===== src/rtl/pulse_shaping_fir_mac.sv =====
// pulse_shaping_fir_mac
// ---------------------
// Time-multiplexed pulse-shaping FIR for one rail (I or Q) of the QAM-16
// transmitter. A single multiply-accumulate unit walks every tap for each
// accepted sample. The sum is then rounded half-up, arithmetically shifted
// and saturated back to the sample width. Coefficients are signed
// Q1.(COEF_W-1) and can be loaded at run time.
//
// Ports
//   clk        : clock, all logic on the rising edge
//   rst_n      : synchronous active-low reset
//   flush      : clears the delay line and aborts any computation in flight
//   in_valid   : in_data carries a sample
//   in_ready   : a sample can be accepted this cycle
//   in_data    : signed input sample (DATA_W)
//   coef_we    : coefficient write strobe (honoured only while idle)
//   coef_addr  : tap index to write
//   coef_data  : signed coefficient value (COEF_W)
//   out_valid  : one-cycle pulse marking a new out_data
//   out_data   : signed filtered sample, held until the next result
module pulse_shaping_fir_mac #(
  parameter int DATA_W    = 16,
  parameter int COEF_W    = 16,
  parameter int NTAPS     = 16,
  parameter int OUT_SHIFT = COEF_W - 1
) (
  input  logic                      clk,
  input  logic                      rst_n,
  input  logic                      flush,
  input  logic                      in_valid,
  output logic                      in_ready,
  input  logic [DATA_W-1:0]         in_data,
  input  logic                      coef_we,
  input  logic [$clog2(NTAPS)-1:0]  coef_addr,
  input  logic [COEF_W-1:0]         coef_data,
  output logic                      out_valid,
  output logic [DATA_W-1:0]         out_data
);

  localparam int AW    = $clog2(NTAPS);
  localparam int ACC_W = DATA_W + COEF_W + AW;
  localparam int PRD_W = DATA_W + COEF_W;

  localparam logic [AW-1:0] LAST_IDX = AW'(NTAPS - 1);

  // The rounding and clamping arithmetic uses one guard bit above the
  // accumulator, so adding the half-LSB term can never wrap.
  localparam logic signed [ACC_W:0] RND =
      (OUT_SHIFT > 0) ? ((ACC_W+1)'(1) <<< ((OUT_SHIFT > 0) ? OUT_SHIFT - 1 : 0))
                      : '0;
  localparam logic signed [ACC_W:0] SAT_MAX =
      (ACC_W+1)'((64'sd1 <<< (DATA_W - 1)) - 64'sd1);
  localparam logic signed [ACC_W:0] SAT_MIN = -SAT_MAX - (ACC_W+1)'(1);

  localparam logic signed [DATA_W-1:0] OUT_MAX = SAT_MAX[DATA_W-1:0];
  localparam logic signed [DATA_W-1:0] OUT_MIN = SAT_MIN[DATA_W-1:0];

  typedef enum logic {
    S_IDLE,
    S_MAC
  } state_t;

  state_t                    state;
  logic [AW-1:0]             idx;
  logic signed [ACC_W-1:0]   acc;
  logic signed [DATA_W-1:0]  x_q [NTAPS];
  logic signed [COEF_W-1:0]  c_q [NTAPS];

  logic signed [PRD_W-1:0]   prod;
  logic signed [ACC_W-1:0]   y;
  logic signed [ACC_W:0]     y_rnd;
  logic signed [ACC_W:0]     r;
  logic signed [DATA_W-1:0]  y_sat;
  logic                      coef_addr_ok;

  assign in_ready = (state == S_IDLE) && !flush;

  // With a power-of-two tap count every address is in range. The
  // widened compare keeps the check correct for other tap counts.
  assign coef_addr_ok = ({1'b0, coef_addr} < (AW+1)'(NTAPS));

  // NOTE: every signal written here gets a value on every path,
  // so no latches are inferred.
  always_comb begin
    prod  = x_q[idx] * c_q[idx];
    y     = acc + ACC_W'(prod);
    y_rnd = (ACC_W+1)'(y) + RND;
    r     = y_rnd >>> OUT_SHIFT;
    if (r > SAT_MAX) begin
      y_sat = OUT_MAX;
    end else if (r < SAT_MIN) begin
      y_sat = OUT_MIN;
    end else begin
      y_sat = r[DATA_W-1:0];
    end
  end

  // NOTE: state is updated with non-blocking assignments only, so every
  // read in this block sees the value from before the edge.
  always_ff @(posedge clk) begin
    if (!rst_n) begin
      state     <= S_IDLE;
      idx       <= '0;
      acc       <= '0;
      out_valid <= 1'b0;
      out_data  <= '0;
      // NOTE: the delay line and the coefficient bank are register arrays,
      // not RAM. Both start at zero so that the first output after reset is
      // defined.
      for (int k = 0; k < NTAPS; k++) begin
        x_q[k] <= '0;
        c_q[k] <= '0;
      end
    end else begin
      out_valid <= 1'b0;
      if (flush) begin
        // Abort without a result. Coefficients and out_data are kept.
        state <= S_IDLE;
        idx   <= '0;
        acc   <= '0;
        for (int k = 0; k < NTAPS; k++) begin
          x_q[k] <= '0;
        end
      end else begin
        case (state)
          S_IDLE: begin
            // A write in the same cycle as an accept is used by that
            // sample, because the MAC starts reading coefficients on the
            // next cycle.
            if (coef_we && coef_addr_ok) begin
              c_q[coef_addr] <= coef_data;
            end
            if (in_valid) begin
              for (int k = NTAPS - 1; k > 0; k--) begin
                x_q[k] <= x_q[k-1];
              end
              x_q[0] <= in_data;
              acc    <= '0;
              idx    <= '0;
              state  <= S_MAC;
            end
          end
          S_MAC: begin
            if (idx == LAST_IDX) begin
              out_data  <= y_sat;
              out_valid <= 1'b1;
              acc       <= '0;
              idx       <= '0;
              state     <= S_IDLE;
            end else begin
              acc <= y;
              idx <= idx + AW'(1);
            end
          end
          default: state <= S_IDLE;
        endcase
      end
    end
  end

endmodule


===== config.mk =====
export PLATFORM = sky130hd
export DESIGN_NAME = pulse_shaping_fir_mac
export DESIGN_NICKNAME = d
export VERILOG_FILES = /design/src/rtl/pulse_shaping_fir_mac.sv
export SDC_FILE = /design/constraint.sdc
export NUM_CORES = 2
export LEC_CHECK = 0
export BUFFER_PORTS_ARGS = -buffer_cell sky130_fd_sc_hd__buf_2
export CAP_MARGIN = 40
export CORE_ASPECT_RATIO = 1.5
export CORE_UTILIZATION = 40
export CTS_CLUSTER_SIZE = 20
export DETAILED_ROUTE_END_ITERATION = 10
export SYNTH_ARGS = -nofsm -noshare
export SYNTH_HDL_FRONTEND = slang
export SYNTH_SLANG_ARGS = --single-unit

===== constraint.sdc =====
create_clock -name clk -period 29.7 [get_ports clk]
set_input_delay 5.94 -clock clk [delete_from_list [all_inputs] [get_ports clk]]
set_output_delay 5.94 -clock clk [all_outputs]
set_load 0.01 [all_outputs]

==> Word-level counts from Yosys, hierarchy flattened <==
Memory sizes are Yosys's and may differ from the RTL's. A register that Yosys moved wholly into a read port is not among the register bits.
Cells that the tools add are included.
{ "totals": {"in_bits": 41, "n_memories": 2, "ramBits": 512, "output_inout_bits": 18, "reg_bits": 58, "elab_cells": 120} }
{ "memory_table": {"columns": ["memory", "depth", "width", "read_ports", "rd_ports_with_merged_regs", "wr", "line_no", "text"], "rows": [
  ["c_q", 16, 16, 1, 1, 16, "67", "logic signed [COEF_W-1:0] c_q [NTAPS];"],
  ["x_q", 16, 16, 16, 1, 16, "66", "logic signed [DATA_W-1:0] x_q [NTAPS];"]
]} }
{ "op_classes": {"muxes": 64, "eq_ne": 2, "magnitude_cmp": 2, "addsub": 3, "reduce_logical": 6, "n_bitwise": 35, "n_mul": 1} }
{ "op_table": {"columns": ["op", "count"], "rows": [
  ["two-way mux 16 bit", 35],
  ["two-way mux 36 bit", 2],
  ["one-hot mux 36 bit (2 select lines)", 1],
  ["adder 36 x 16 -> 37 bit, second input constant", 1],
  ["adder 36 x 32 -> 36 bit", 1],
  ["multiplier 16 x 16 -> 32 bit", 1],
  ["OR 1 bit", 32],
  ["two-way mux 4 bit", 7],
  ["greater-than comparator 22 x 16 -> 1 bit, second input constant", 1],
  ["< comparator 22 x 16 -> 1 bit, second input constant", 1],
  ["two-way mux 1 bit", 17],
  ["OR reduction 16 bit", 1],
  ["one-hot mux 4 bit (2 select lines)", 1],
  ["adder 4 x 1 -> 4 bit, second input constant", 1],
  ["equality test 4 bit, second input constant", 1],
  ["NOT 1 bit", 3],
  ["AND reduction 3 bit", 1],
  ["OR reduction 3 bit", 1],
  ["!= test 2 bit, second input constant", 1],
  ["one-hot mux 1 bit (2 select lines)", 1],
  ["OR reduction 2 bit", 1],
  ["logical AND 1 bit", 1],
  ["zero test 1 bit", 1]
]} }

==> Depth between registers and ports, before layout <==
{ "depth": {"word_depth": 7, "mapped_depth": 39, "ltp_nobuf": 31} }

==> Worst setup path before layout <==
No wires, ideal clock.
{ "synth_path": {"kind": "input -> output", "from": "in flush", "to": "out in_ready", "required_ps": 23760, "cell_stages": 3, "path_slack_ps": 17280, "path_buffers": 2, "t_arrival_ps": 6480, "cell_sequence": "clkbuf_1 clkbuf_1 nor2_1"} }
{ "synth_via": {"elab_chain_cells": 2} }
{ "synth_rtl": {"columns": ["item", "line_no", "text"], "rows": [
  ["start, declared", "29", "input logic flush,"],
  ["zero test 1 bit", "76", "assign in_ready = (state == S_IDLE) && !flush;"],
  ["logical AND 1 bit", "76", null],
  ["end, declared", "31", "output logic in_ready,"]
]} }
No other way between the ends.

==> Final worst setup path <==
Same ends and word-level chain as after synthesis.

==> impl_metrics.tcl <==
set metrics [dict create \
    clock-skew-final_ps 45.6 \
    yosys.area_share.adder 0.199 \
    synth-main-ff-cell "edfxtp_1" \
    clk_latency_ps 670 \
    cts_buffers 58 \
    finalCritPeriodShare 0.419 \
    cp-end-kind "primary output" \
    cts_resized 0 \
    synth_area_mm2 0.0384 \
    layout-drive-gt1-share 0.136 \
    synth_most_common_cell "edfxtp_1" \
    hold_viol 0 \
    die-height_um 382 \
    ys_warn_count 0 \
    cp_data_required_time_ps 23760 \
    firstDrtPassIters 7 \
    synthMuxAreaShare 0.0945 \
    timing.setup.tns_ps 0 \
    p_leak_nw 17.4 \
    grt_max_degree 227 \
    synth.net_count 3831 \
    synth_compound_area_frac 0.0723 \
    cpPeakStageDelay_ps 200 \
    synth_edf_count 400 \
    grt_first_pass_wirelength_um 149000 \
    tightest_slew_ps 1120 \
    dieArea_mm2 0.0973 \
    drv_slew 0 \
    crit_top_cell "buf_2" \
    hold_ws_ps 454 \
    vias_per_cell 5.28 \
    synth.avg_cell_area_um2 11.4 \
    syn_inst 3367 \
    combPwrFrac 0.306 \
    min_period_ps 12440 \
    hpwl_um 66300 \
    post_drt_wl_per_cell_um 20.1 \
    yosys-top-cells-count "edfxtp_1 (400), inv_1 (392), fa_1 (314), nand2_1 (276), and2_1 (267)" \
    p_sw_frac 0.341 \
    drc 0 \
    grt-ovfl-total 0 \
    first_global_vias 26232 \
    pwr-share-clk 0.322 \
    hold_buffers 0 \
    rows 138 \
    drt-initial-drc-count 1406 \
    synth_top_cell_by_area "edfxtp_1" \
    port_buffers 58 \
    synth_top_family_by_area "adder cells" \
    route.met2.wl_um 50500 \
    synth_xor_area_frac 0.0116 \
    p_per_area_mw_per_mm2 56.6 \
    start_util 0.405 \
    async_reset_ff_frac 0 \
    slowest_stage "buf_2" \
    synth_top_area_frac 0.313 \
    grt_util_all_layers 0.199 \
    maxCapViolCount 0 \
    hold_path_class "register to register" \
    relSlewSlack 0.252 \
    critPathLaunchType "primary input" \
    vdd_drop_max_mv 0.0550 \
    die_w_um 255 \
    setup-violations-final 0 \
    wl_met1_um 37300 \
    pwr-share-seq 0.372 \
    path_max_fanout 7 \
    top_layer "met4" \
    critPathKind "primary input to primary output" \
    p_switching_mw 0.813 \
    gp_congestion 0.847 \
    ant_nets 0 \
    cts.clk_slew.worst_paths_ps 60 \
    fin_nets 3806 \
    synthSimpleGateAreaFrac 0.156 \
    arrival_ps 6500 \
    synth_seq_cells 574 \
    internal_power_mw 1.57 \
    ios 59 \
    ys_types 91 \
    routed_wl_um 93800 \
    rsz0062_at_grt "no" \
    synthTopCellsByArea "edfxtp_1 (31%), fa_1 (16%), dfxtp_1 (9.1%), mux4_2 (8.0%), and2_1 (4.3%)" \
    dr_wl_met3_um 3020 \
    post_cts_buffers 0 \
    cts_root_buf "clkbuf_16" \
    antenna_found_initial 0 \
    outcome "finished clean" \
    cts_max_level 2 \
    route.vias.total 24546 \
    critical_path.cell_chain "buf_2, nor2_1, buf_2" \
    cts_tree "built" \
    core-area_mm2 0.0948 \
    area_delta_synth_final_pct 9.60 \
    fmax_mhz 80.4 \
    cts_buffer_depth 3 \
    seq_area_frac_synth 0.403 \
    clock_sinks 574 \
]
==> stage by stage <==
stage          total power [mW]  setup WS [ps]  area (µm²)  cells   util
2_1_floorplan              1.49          17280       38400   3367      -
3_3_place_gp               1.62          17160       39900   4524  0.421
3_5_place_dp               1.63          17200       40100   4542  0.424
4_1_cts                    2.40          17200       42100   4652  0.444
5_1_grt                    2.51          17200       42100   4652  0.444
6_report                   2.38          17260       42100   4653  0.444
==> layout by cell type (no fill, tap or decap), drive strengths merged, types with 24 or more instances in the layout <==
cell type,instances
and2,269
nor2,213
nand2,277
clkbuf,70
fa,314
nand2b,24
mux4,136
a22oi,36
edfxtp,400
xnor2,34
buf,135
inv,401
dfxtp,174
mux2i,27
o21ai,69
and3,155
a21oi,86
a21boi,100
ha,109
nand3b,97
mux2,26
==> final timing paths <==
check	endpoint	cells after the start	startpoint	slack, ps
worst min register to register	x_q[14][15]	2	x_q[13][15]	450
worst max register to register	out_data[3]	31	register	18720
worst max-delay path	in_ready	3	flush	17260
worst min-delay path	x_q[14][15]	2	x_q[13][15]	450
==> registers in the layout, indices dropped and copies added (netlist names), named ones only <==
register   cells
c_q          256
x_q          256
acc           36
out_data      16
idx            4
out_valid      1
state          1
==> metal layers <==
metal / vias to the layer above / global-route usage
met3: 159 / 0.0204
met4: 0 / 0.0672
met2: 498 / 0.370
li1: 11403 / -
met1: 12486 / 0.234
met5: - / 0
==> layout make-up <==
| type | instances | area (µm²) |
|---|---|---|
| Fill cell | 8752 | 52700 |
| Multi-Input combinational cell | 2181 | 20600 |
| Sequential cell | 574 | 15500 |
| Tap cell | 1260 | 1580 |
| Clock buffer | 70 | 1540 |
| Inverter | 392 | 1470 |
| Timing Repair Buffer | 135 | 1030 |
| Clock inverter | 40 | 407 |
| Antenna cell | 1 | 2.50 |
==> power groups by stage <==
stage               combinational [mW]  clock, mW  sequential [mW]
floorplan                        0.591          0            0.900
global placement                 0.720          0            0.902
detailed placement               0.731          0            0.903
CTS                              0.734      0.785            0.885
global route                     0.814      0.813            0.887
finish                           0.729      0.768            0.885
==> critical path, delay by kind of cell <==
kind,cells,cell delay [ps]
buffers and inverters,2,360
and+or+nand+nor,1,180
==> cell families (layout without fill, tap and decap cells) <==
family | after synthesis | count (layout)
and+or+nand+nor | 1128 | 1128
DFF | 574 | 574
buffers and inverters | 612 | 637
xor gates and xnor gates | 50 | 50
other | 0 | 1
adders and majority gates | 423 | 423
muxes | 189 | 189
AOI/OAI and AO/OA | 391 | 391
Power figures use the tool's default switching activity.
